==> src/rtl/main_fsm.sv <==
// main_fsm: multicycle main controller for the ARM core.
// Walks each instruction through fetch / decode / execute / memory /
// writeback and drives the shared-memory multicycle datapath. Memory
// states wait on mem_ready. A stall counter forces a sticky FAULT state
// when WAIT_LIMIT consecutive stalls are exceeded (WAIT_LIMIT = 0 turns
// the timeout off).
// Optional feature: define MAIN_FSM_BL_EN to enable branch-with-link
// (link_w pulses in BRANCH when link=1). Without it link_w is tied to 0.
module main_fsm #(
   parameter int WAIT_LIMIT = 15,
   parameter int CNT_W      = 4
) (
   input  logic       clk,
   input  logic       reset,
   input  logic [1:0] op,
   input  logic       funct_5,
   input  logic       funct_0,
   input  logic       link,
   input  logic       mem_ready,
   output logic       mem_req,
   output logic       adr_src,
   output logic       ir_w,
   output logic       pc_w,
   output logic       branch,
   output logic       reg_w,
   output logic       mem_w,
   output logic       link_w,
   output logic       alu_src_a,
   output logic [1:0] alu_src_b,
   output logic       alu_op,
   output logic [1:0] result_src,
   output logic [1:0] imm_src,
   output logic [1:0] reg_src,
   output logic       fault,
   output logic [3:0] state
);

   localparam logic [3:0] S_FETCH  = 4'd0;
   localparam logic [3:0] S_DECODE = 4'd1;
   localparam logic [3:0] S_MEMADR = 4'd2;
   localparam logic [3:0] S_MEMRD  = 4'd3;
   localparam logic [3:0] S_MEMWB  = 4'd4;
   localparam logic [3:0] S_MEMWR  = 4'd5;
   localparam logic [3:0] S_EXECR  = 4'd6;
   localparam logic [3:0] S_EXECI  = 4'd7;
   localparam logic [3:0] S_ALUWB  = 4'd8;
   localparam logic [3:0] S_BRANCH = 4'd9;
   localparam logic [3:0] S_FAULT  = 4'd10;

   localparam logic [CNT_W-1:0] CNT_MAX   = '1;
   localparam logic [CNT_W-1:0] CNT_LIMIT = CNT_W'(WAIT_LIMIT);
   localparam bit               TIMEOUT_EN = (WAIT_LIMIT != 0);

   logic [3:0]       state_q, state_d;
   logic [CNT_W-1:0] cnt_q, cnt_d;
   logic             mem_state;
   logic             wait_hit;

   // Memory-waiting states, and the stall that would exceed the limit.
   always_comb begin
      mem_state = (state_q == S_FETCH) || (state_q == S_MEMRD) || (state_q == S_MEMWR);
      wait_hit  = TIMEOUT_EN && (cnt_q == CNT_LIMIT) && !mem_ready;
   end

   // Next-state logic; mem_ready always wins over the timeout.
   always_comb begin
      state_d = state_q;
      case (state_q)
         S_FETCH: begin
            if (mem_ready)     state_d = S_DECODE;
            else if (wait_hit) state_d = S_FAULT;
         end
         S_DECODE: begin
            case (op)
               2'b00:   state_d = funct_5 ? S_EXECI : S_EXECR;
               2'b01:   state_d = S_MEMADR;
               2'b10:   state_d = S_BRANCH;
               default: state_d = S_FAULT;
            endcase
         end
         S_MEMADR: state_d = funct_0 ? S_MEMRD : S_MEMWR;
         S_MEMRD: begin
            if (mem_ready)     state_d = S_MEMWB;
            else if (wait_hit) state_d = S_FAULT;
         end
         S_MEMWR: begin
            if (mem_ready)     state_d = S_FETCH;
            else if (wait_hit) state_d = S_FAULT;
         end
         S_MEMWB:  state_d = S_FETCH;
         S_EXECR:  state_d = S_ALUWB;
         S_EXECI:  state_d = S_ALUWB;
         S_ALUWB:  state_d = S_FETCH;
         S_BRANCH: state_d = S_FETCH;
         S_FAULT:  state_d = S_FAULT;
         default:  state_d = S_FAULT;
      endcase
   end

   // Stall counter: restarts on any state change, counts saturating stalls.
   always_comb begin
      cnt_d = cnt_q;
      if (state_d != state_q)
         cnt_d = '0;
      else if (mem_state && !mem_ready && (cnt_q != CNT_MAX))
         cnt_d = cnt_q + 1'b1;
   end

   // State and counter registers with synchronous reset.
   always_ff @(posedge clk) begin
      if (reset) begin
         state_q <= S_FETCH;
         cnt_q   <= '0;
      end else begin
         state_q <= state_d;
         cnt_q   <= cnt_d;
      end
   end

`ifndef MAIN_FSM_BL_EN
   logic unused_link;
   assign unused_link = link;
`endif

   // Per-state datapath controls; write enables and mem_req are masked during reset.
   always_comb begin
      mem_req    = 1'b0;
      adr_src    = 1'b0;
      ir_w       = 1'b0;
      pc_w       = 1'b0;
      branch     = 1'b0;
      reg_w      = 1'b0;
      mem_w      = 1'b0;
      link_w     = 1'b0;
      alu_src_a  = 1'b0;
      alu_src_b  = 2'b00;
      alu_op     = 1'b0;
      result_src = 2'b00;
      case (state_q)
         S_FETCH: begin
            mem_req    = 1'b1;
            alu_src_a  = 1'b1;
            alu_src_b  = 2'b10;
            result_src = 2'b10;
            ir_w       = mem_ready;
            pc_w       = mem_ready;
         end
         S_DECODE: begin
            alu_src_a  = 1'b1;
            alu_src_b  = 2'b10;
            result_src = 2'b10;
         end
         S_MEMADR: alu_src_b = (funct_5 && funct_0) ? 2'b00 : 2'b01;
         S_MEMRD: begin
            mem_req = 1'b1;
            adr_src = 1'b1;
         end
         S_MEMWB: begin
            result_src = 2'b01;
            reg_w      = 1'b1;
         end
         S_MEMWR: begin
            mem_req = 1'b1;
            adr_src = 1'b1;
            mem_w   = 1'b1;
         end
         S_EXECR: alu_op = 1'b1;
         S_EXECI: begin
            alu_op    = 1'b1;
            alu_src_b = 2'b01;
         end
         S_ALUWB: reg_w = 1'b1;
         S_BRANCH: begin
            alu_src_b  = 2'b01;
            result_src = 2'b10;
            branch     = 1'b1;
`ifdef MAIN_FSM_BL_EN
            link_w     = link;
`endif
         end
         default: ;
      endcase
      if (reset) begin
         mem_req = 1'b0;
         ir_w    = 1'b0;
         pc_w    = 1'b0;
         branch  = 1'b0;
         reg_w   = 1'b0;
         mem_w   = 1'b0;
         link_w  = 1'b0;
      end
   end

   // Instruction-field decodes, independent of state.
   always_comb begin
      imm_src = op;
      if (op == 2'b10)
         reg_src = 2'b01;
      else if (op == 2'b01 && !funct_0)
         reg_src = 2'b10;
      else
         reg_src = 2'b00;
   end

   assign fault = (state_q == S_FAULT);
   assign state = state_q;

endmodule

==> config.mk <==
export PLATFORM = sky130hd
export DESIGN_NAME = main_fsm
export DESIGN_NICKNAME = d
export VERILOG_FILES = /design/src/rtl/main_fsm.sv
export SDC_FILE = /design/constraint.sdc
export NUM_CORES = 1
export LEC_CHECK = 0
export BUFFER_PORTS_ARGS = -buffer_cell sky130_fd_sc_hd__buf_2
export CORE_MARGIN = 10
export CORE_UTILIZATION = 40
export CTS_CLUSTER_SIZE = 25
export DETAILED_ROUTE_END_ITERATION = 12
export GPL_TIMING_DRIVEN = 0
export PLACE_DENSITY = 0.67
export SLEW_MARGIN = 15
export SYNTH_ARGS = -nofsm -noshare
export SYNTH_HDL_FRONTEND = slang
export SYNTH_SLANG_ARGS = --single-unit
==> constraint.sdc <==
create_clock -name clk -period 2.35 [get_ports clk]
set_input_delay 0.1175 -clock clk [delete_from_list [all_inputs] [get_ports clk]]
set_output_delay 0.1175 -clock clk [all_outputs]
set_load 0.01 [all_outputs]
Yosys cells after proc, flatten, opt, wreduce, memory -nomap -nowiden
Index checks and enable logic that the tools add are counted.
Widths: inputs -> output; s select.
- bits in registers: 8
- output and inout port bits: 23
- add/subtract/negate cells: 1
- eq/ne operators: 15
- multiplexer cells: 26
- reduce and logical (&&, ||, !) cells: 20
- operators by type and width (cell ; number):
    $pmux 4 s7 ; 1
    $eq 4x3->1 const B ; 4
    $eq 4x4->1 const B ; 4
    $mux 4 ; 4
    $mux 1 ; 15
    $pmux 4 s3 ; 1
    $reduce_or 2->1 ; 6
    $reduce_or 3->1 ; 3
    $eq 4x2->1 const B ; 2
    $pmux 2 s3 ; 1
    $logic_and 1x1->1 ; 5
    $add 4x1->4 const B ; 1
    $eq 4x1->1 const B ; 1
    $logic_not 4->1 ; 1
    $mux 2 ; 2
    $ne 4x4->1 ; 1
    $ne 4x4->1 const B ; 1
    $pmux 2 s2 ; 1
    $mux 3 ; 1
    $eq 2x1->1 const B ; 1
    $eq 2x2->1 const B ; 1
    $logic_not 1->1 ; 2
    $logic_not 2->1 ; 1
    $logic_or 1x1->1 ; 2

Depth between registers and ports, before layout
- word-level depth: 7
- depth in mapped cells: 6
- gate-level depth less buffers: 6

Worst setup path before layout
OpenSTA, ideal clock, no wires.
- path type: register to output
- from: register state_q[0] (netlist: state[0])
- to: output port pc_w
- arrival time: 1.452 ns
- data required time: 2.233 ns
- path slack: 0.780 ns
- stages on the path, launching flop included: 5
- cell sequence: dfxtp_1 buf_6 clkbuf_1 nor4_1 buf_4
- word-level cells in the longest chain between the ends: 3
- ends and longest elaborated chain (what ; RTL line ; RTL):
    start: declaration ; 54 ; logic [3:0] state_q, state_d;
    start signal: assignment ; 115 ; state_q <= state_d;
    $logic_not 4->1 ; n/a ;
    $mux 1 (2 in a row) ; n/a ;
    end: declaration ; 23 ; output logic pc_w,
No other way between the ends.

Worst setup path after layout
- from: register state_q[0] (netlist: state[0])
- to: output port alu_src_b[0]
- word-level cells in the longest chain between the ends: 3
- ends and longest elaborated chain (what ; RTL line ; RTL):
    $eq 4x4->1, or another cell as far along ; 139 ; case (state_q)
    $reduce_or 2->1 (no line) ; n/a ;
    $pmux 2 s3 (*) ; 139 ;
    end: declaration ; 29 ; output logic [1:0] alu_src_b,
Mark *: on every way between the ends. The rest lies on a longest branch, timed or not.

==> results.md <==
- Setup crit end kind: output port
- Gr ovfl total: 0
- Largest net degree at the start of global routing: 11
- RSZ-0062 raised after global routing: false
- Drt total wl: 2.31 mm
- Remaining antenna violation count: 0
- Worst EP arrival: 1670 ps
- Reg2reg path depth: 6
- Period utilization: 76.0%
- Synth unique cells: 46
- CTS tree: built
- Hold buffer count at CTS: 0
- Post-CTS Resized: 0
- VDD IR-drop max: 0.413 mV
- Final setup fails: 0
- I/O pins: 31
- FILL cells: 208
- Cell taking the most area after synthesis: dfxtp_1
- Die area: 4410 sq um
- Setup CP Type: reg -> out
- PD cells: 597 nW/um^2
- Design Area, Final: 1050 sq um
- Slowest CP cell: clkbuf_1
- Hold Crit Class: in -> reg
- Core Area: 2000 sq um
- Starting Density: 43.0%
- Syn Nets: 119
- # diodes: 0
- Placed Area: 1020 sq um
- Fraction of registers with async set/reset: 0%
- Top-area cell type share of the netlist area: 18.6%
- TritonCTS Buffers: 3
- Die X-Extent: 66.4 um
- PortBufs: 26
- Fraction of layout cells with a size suffix above 1: 36.7%
- Initial DRC Count: 28
- Synthesized cell area: 861 sq um
- Status: complete, no violations
- Max clock buf depth: 2
- Minimum clock period: 1790 ps
- Ranking of synthesized cells by area: dfxtp_1 (19%), nor3_1 (6.4%), a21oi_1 (5.8%)
- Clock Latency Late Sink: 250 ps
- Number of flops mapped to enable cells by yosys: 0
- Vias: 917
- Vias per Instance: 5.52
- Initial antenna violation count: 0
- Die Ht: 66.4 um
- Post-synth top flop: dfxtp_1
- YS warnings: 0
- P_leak: 0.459 nW
- Worst-path fanout max: 10
- Final hold vios: 0
- Worst-path cell chain: buf_6 -> clkbuf_1 -> a21oi_1 -> o32ai_1 -> buf_2
- CP required: 2230 ps
- Num Clock Sinks: 8
- Sequential fraction of the synthesis area: 18.6%
- Startpoint Class: flip-flop
- Fin Setup TNS: 0 ps
- Drt drc: 0
- Largest stage delay on the critical path: 400 ps
- Syn Area/Cell: 7.83 sq um
- CTS H-tree depth: 1
- Hold slack: 264 ps
- Placer Congestion: 0.844
- Fin. max-slew vios: 0
- Pre-antenna DRT Iters: 4
- # nets final: 150
- Synth-to-layout area growth: 21.7%
- First-pass GRT wire length: 3.84 mm
- Hold Path Stages: 2
- Gr usage total: 10.5%
- Register bit total from synthesis: 8
- Skew final: 2.11 ps
- Row count: 16
- Tot Pwr: 0.625 mW
- Root Driver: clkbuf_4
- Post-Synthesis Cells: 110
- # Post-CTS Setup Buffers: 0
- Wire per inst: 13.9 um
- FF-to-FF setup slack: 720 ps
- FMAX: 0.560 GHz
- Hpwl dp: 1.88 mm
- Reg clk slew, reported paths: 50 ps
- Vias in the first global route: 855
- Max Cap Viol: 0
[report_power, final]
part           switching, mW  internal (mW)  leakage (nW)  total [mW]
clock network         0.0422         0.0581        0.0138       0.100
logic                  0.208          0.154         0.380       0.362
registers             0.0144          0.148        0.0651       0.163
total                  0.265          0.360         0.459       0.625
[metrics by stage]
| stage | util (%) | setup WS (ps) | std cells |
|---|---|---|---|
| 2_1_floorplan | - | 780 | 110 |
| 3_3_place_gp | 51.2 | 787 | 163 |
| 3_5_place_dp | 51.2 | 731 | 163 |
| 4_1_cts | 52.3 | 550 | 166 |
| 5_1_grt | 52.3 | 424 | 166 |
| 6_report | 52.3 | 565 | 166 |
[state kept, by name (all words and copies together) (netlist names)]
signal,cells
cnt_q,4
state,4
[final timing paths]
path | startpoint | endpoint
max | state[0]$_SDFF_PP0_ | alu_src_b[0]
min | reset | state[1]$_SDFF_PP0_
max reg2reg | state[0]$_SDFF_PP0_ | cnt_q[2]$_SDFFE_PP0P_
min reg2reg | cnt_q[1]$_SDFFE_PP0P_ | cnt_q[1]$_SDFFE_PP0P_
[cell type report]
class	instances	area, sq um	area share, %
tap	27	33.8	3.23
clock buffer	3	22.5	2.15
buffer	14	103	9.80
sequential	8	160	15.3
multi-input combinational	83	579	55.3
timing repair buffer	26	130	12.4
inverter	5	18.8	1.79
[cell usage in the layout, fill, tap and decap left out, types with 2 or more instances in the layout]
| cell type | count |
|---|---|
| nor2_1 | 6 |
| buf_2 | 30 |
| clkbuf_4 | 3 |
| dfxtp_1 | 8 |
| a31oi_1 | 3 |
| buf_4 | 4 |
| nand2b_1 | 2 |
| nor3_2 | 2 |
| nor2b_1 | 2 |
| inv_1 | 5 |
| nor3_1 | 11 |
| buf_6 | 4 |
| o21ai_0 | 7 |
| o211ai_1 | 2 |
| a21oi_1 | 10 |
| nor4_1 | 2 |
| nand3_1 | 4 |
| nand2_1 | 4 |
| a211oi_1 | 2 |
[cell usage after synthesis (2+ instances only)]
cell,count
nor3_1,11
a21oi_1,10
dfxtp_1,8
o21ai_0,7
nor2_1,6
inv_1,5
buf_2,4
buf_4,4
buf_6,4
nand2_1,4
nand3_1,4
a31oi_1,3
a211oi_1,2
nand2b_1,2
nor2b_1,2
nor3_2,2
nor4_1,2
o211ai_1,2
[kinds of logic (layout without fill, tap and decap cells)]
kind of cell	after synthesis	count (layout)	share of synthesized area, %
simple gates	45	45	34.0
compound gates	33	33	27.5
buf+inv	19	48	14.1
flops	8	8	18.6
xor+xnor	3	3	3.93
fa+ha+maj	1	1	1.45
other cells	1	1	0.436
[worst max-delay path: cells and delay by family, from the launching register on]
family                 cells  cell delay [ps]
DFF                        1              340
AOI/OAI and AO/OA          2              340
buffers and inverters      3              740
[metal layers]
metal	global-route usage, %	up-vias	routed length, um
met4	2.62	0	17
met3	3.90	2	202
li1	-	458	-
met2	17.9	30	1110
met5	0	-	0
met1	11.9	427	984
Note: power is estimated with default switching activity, not from simulation.
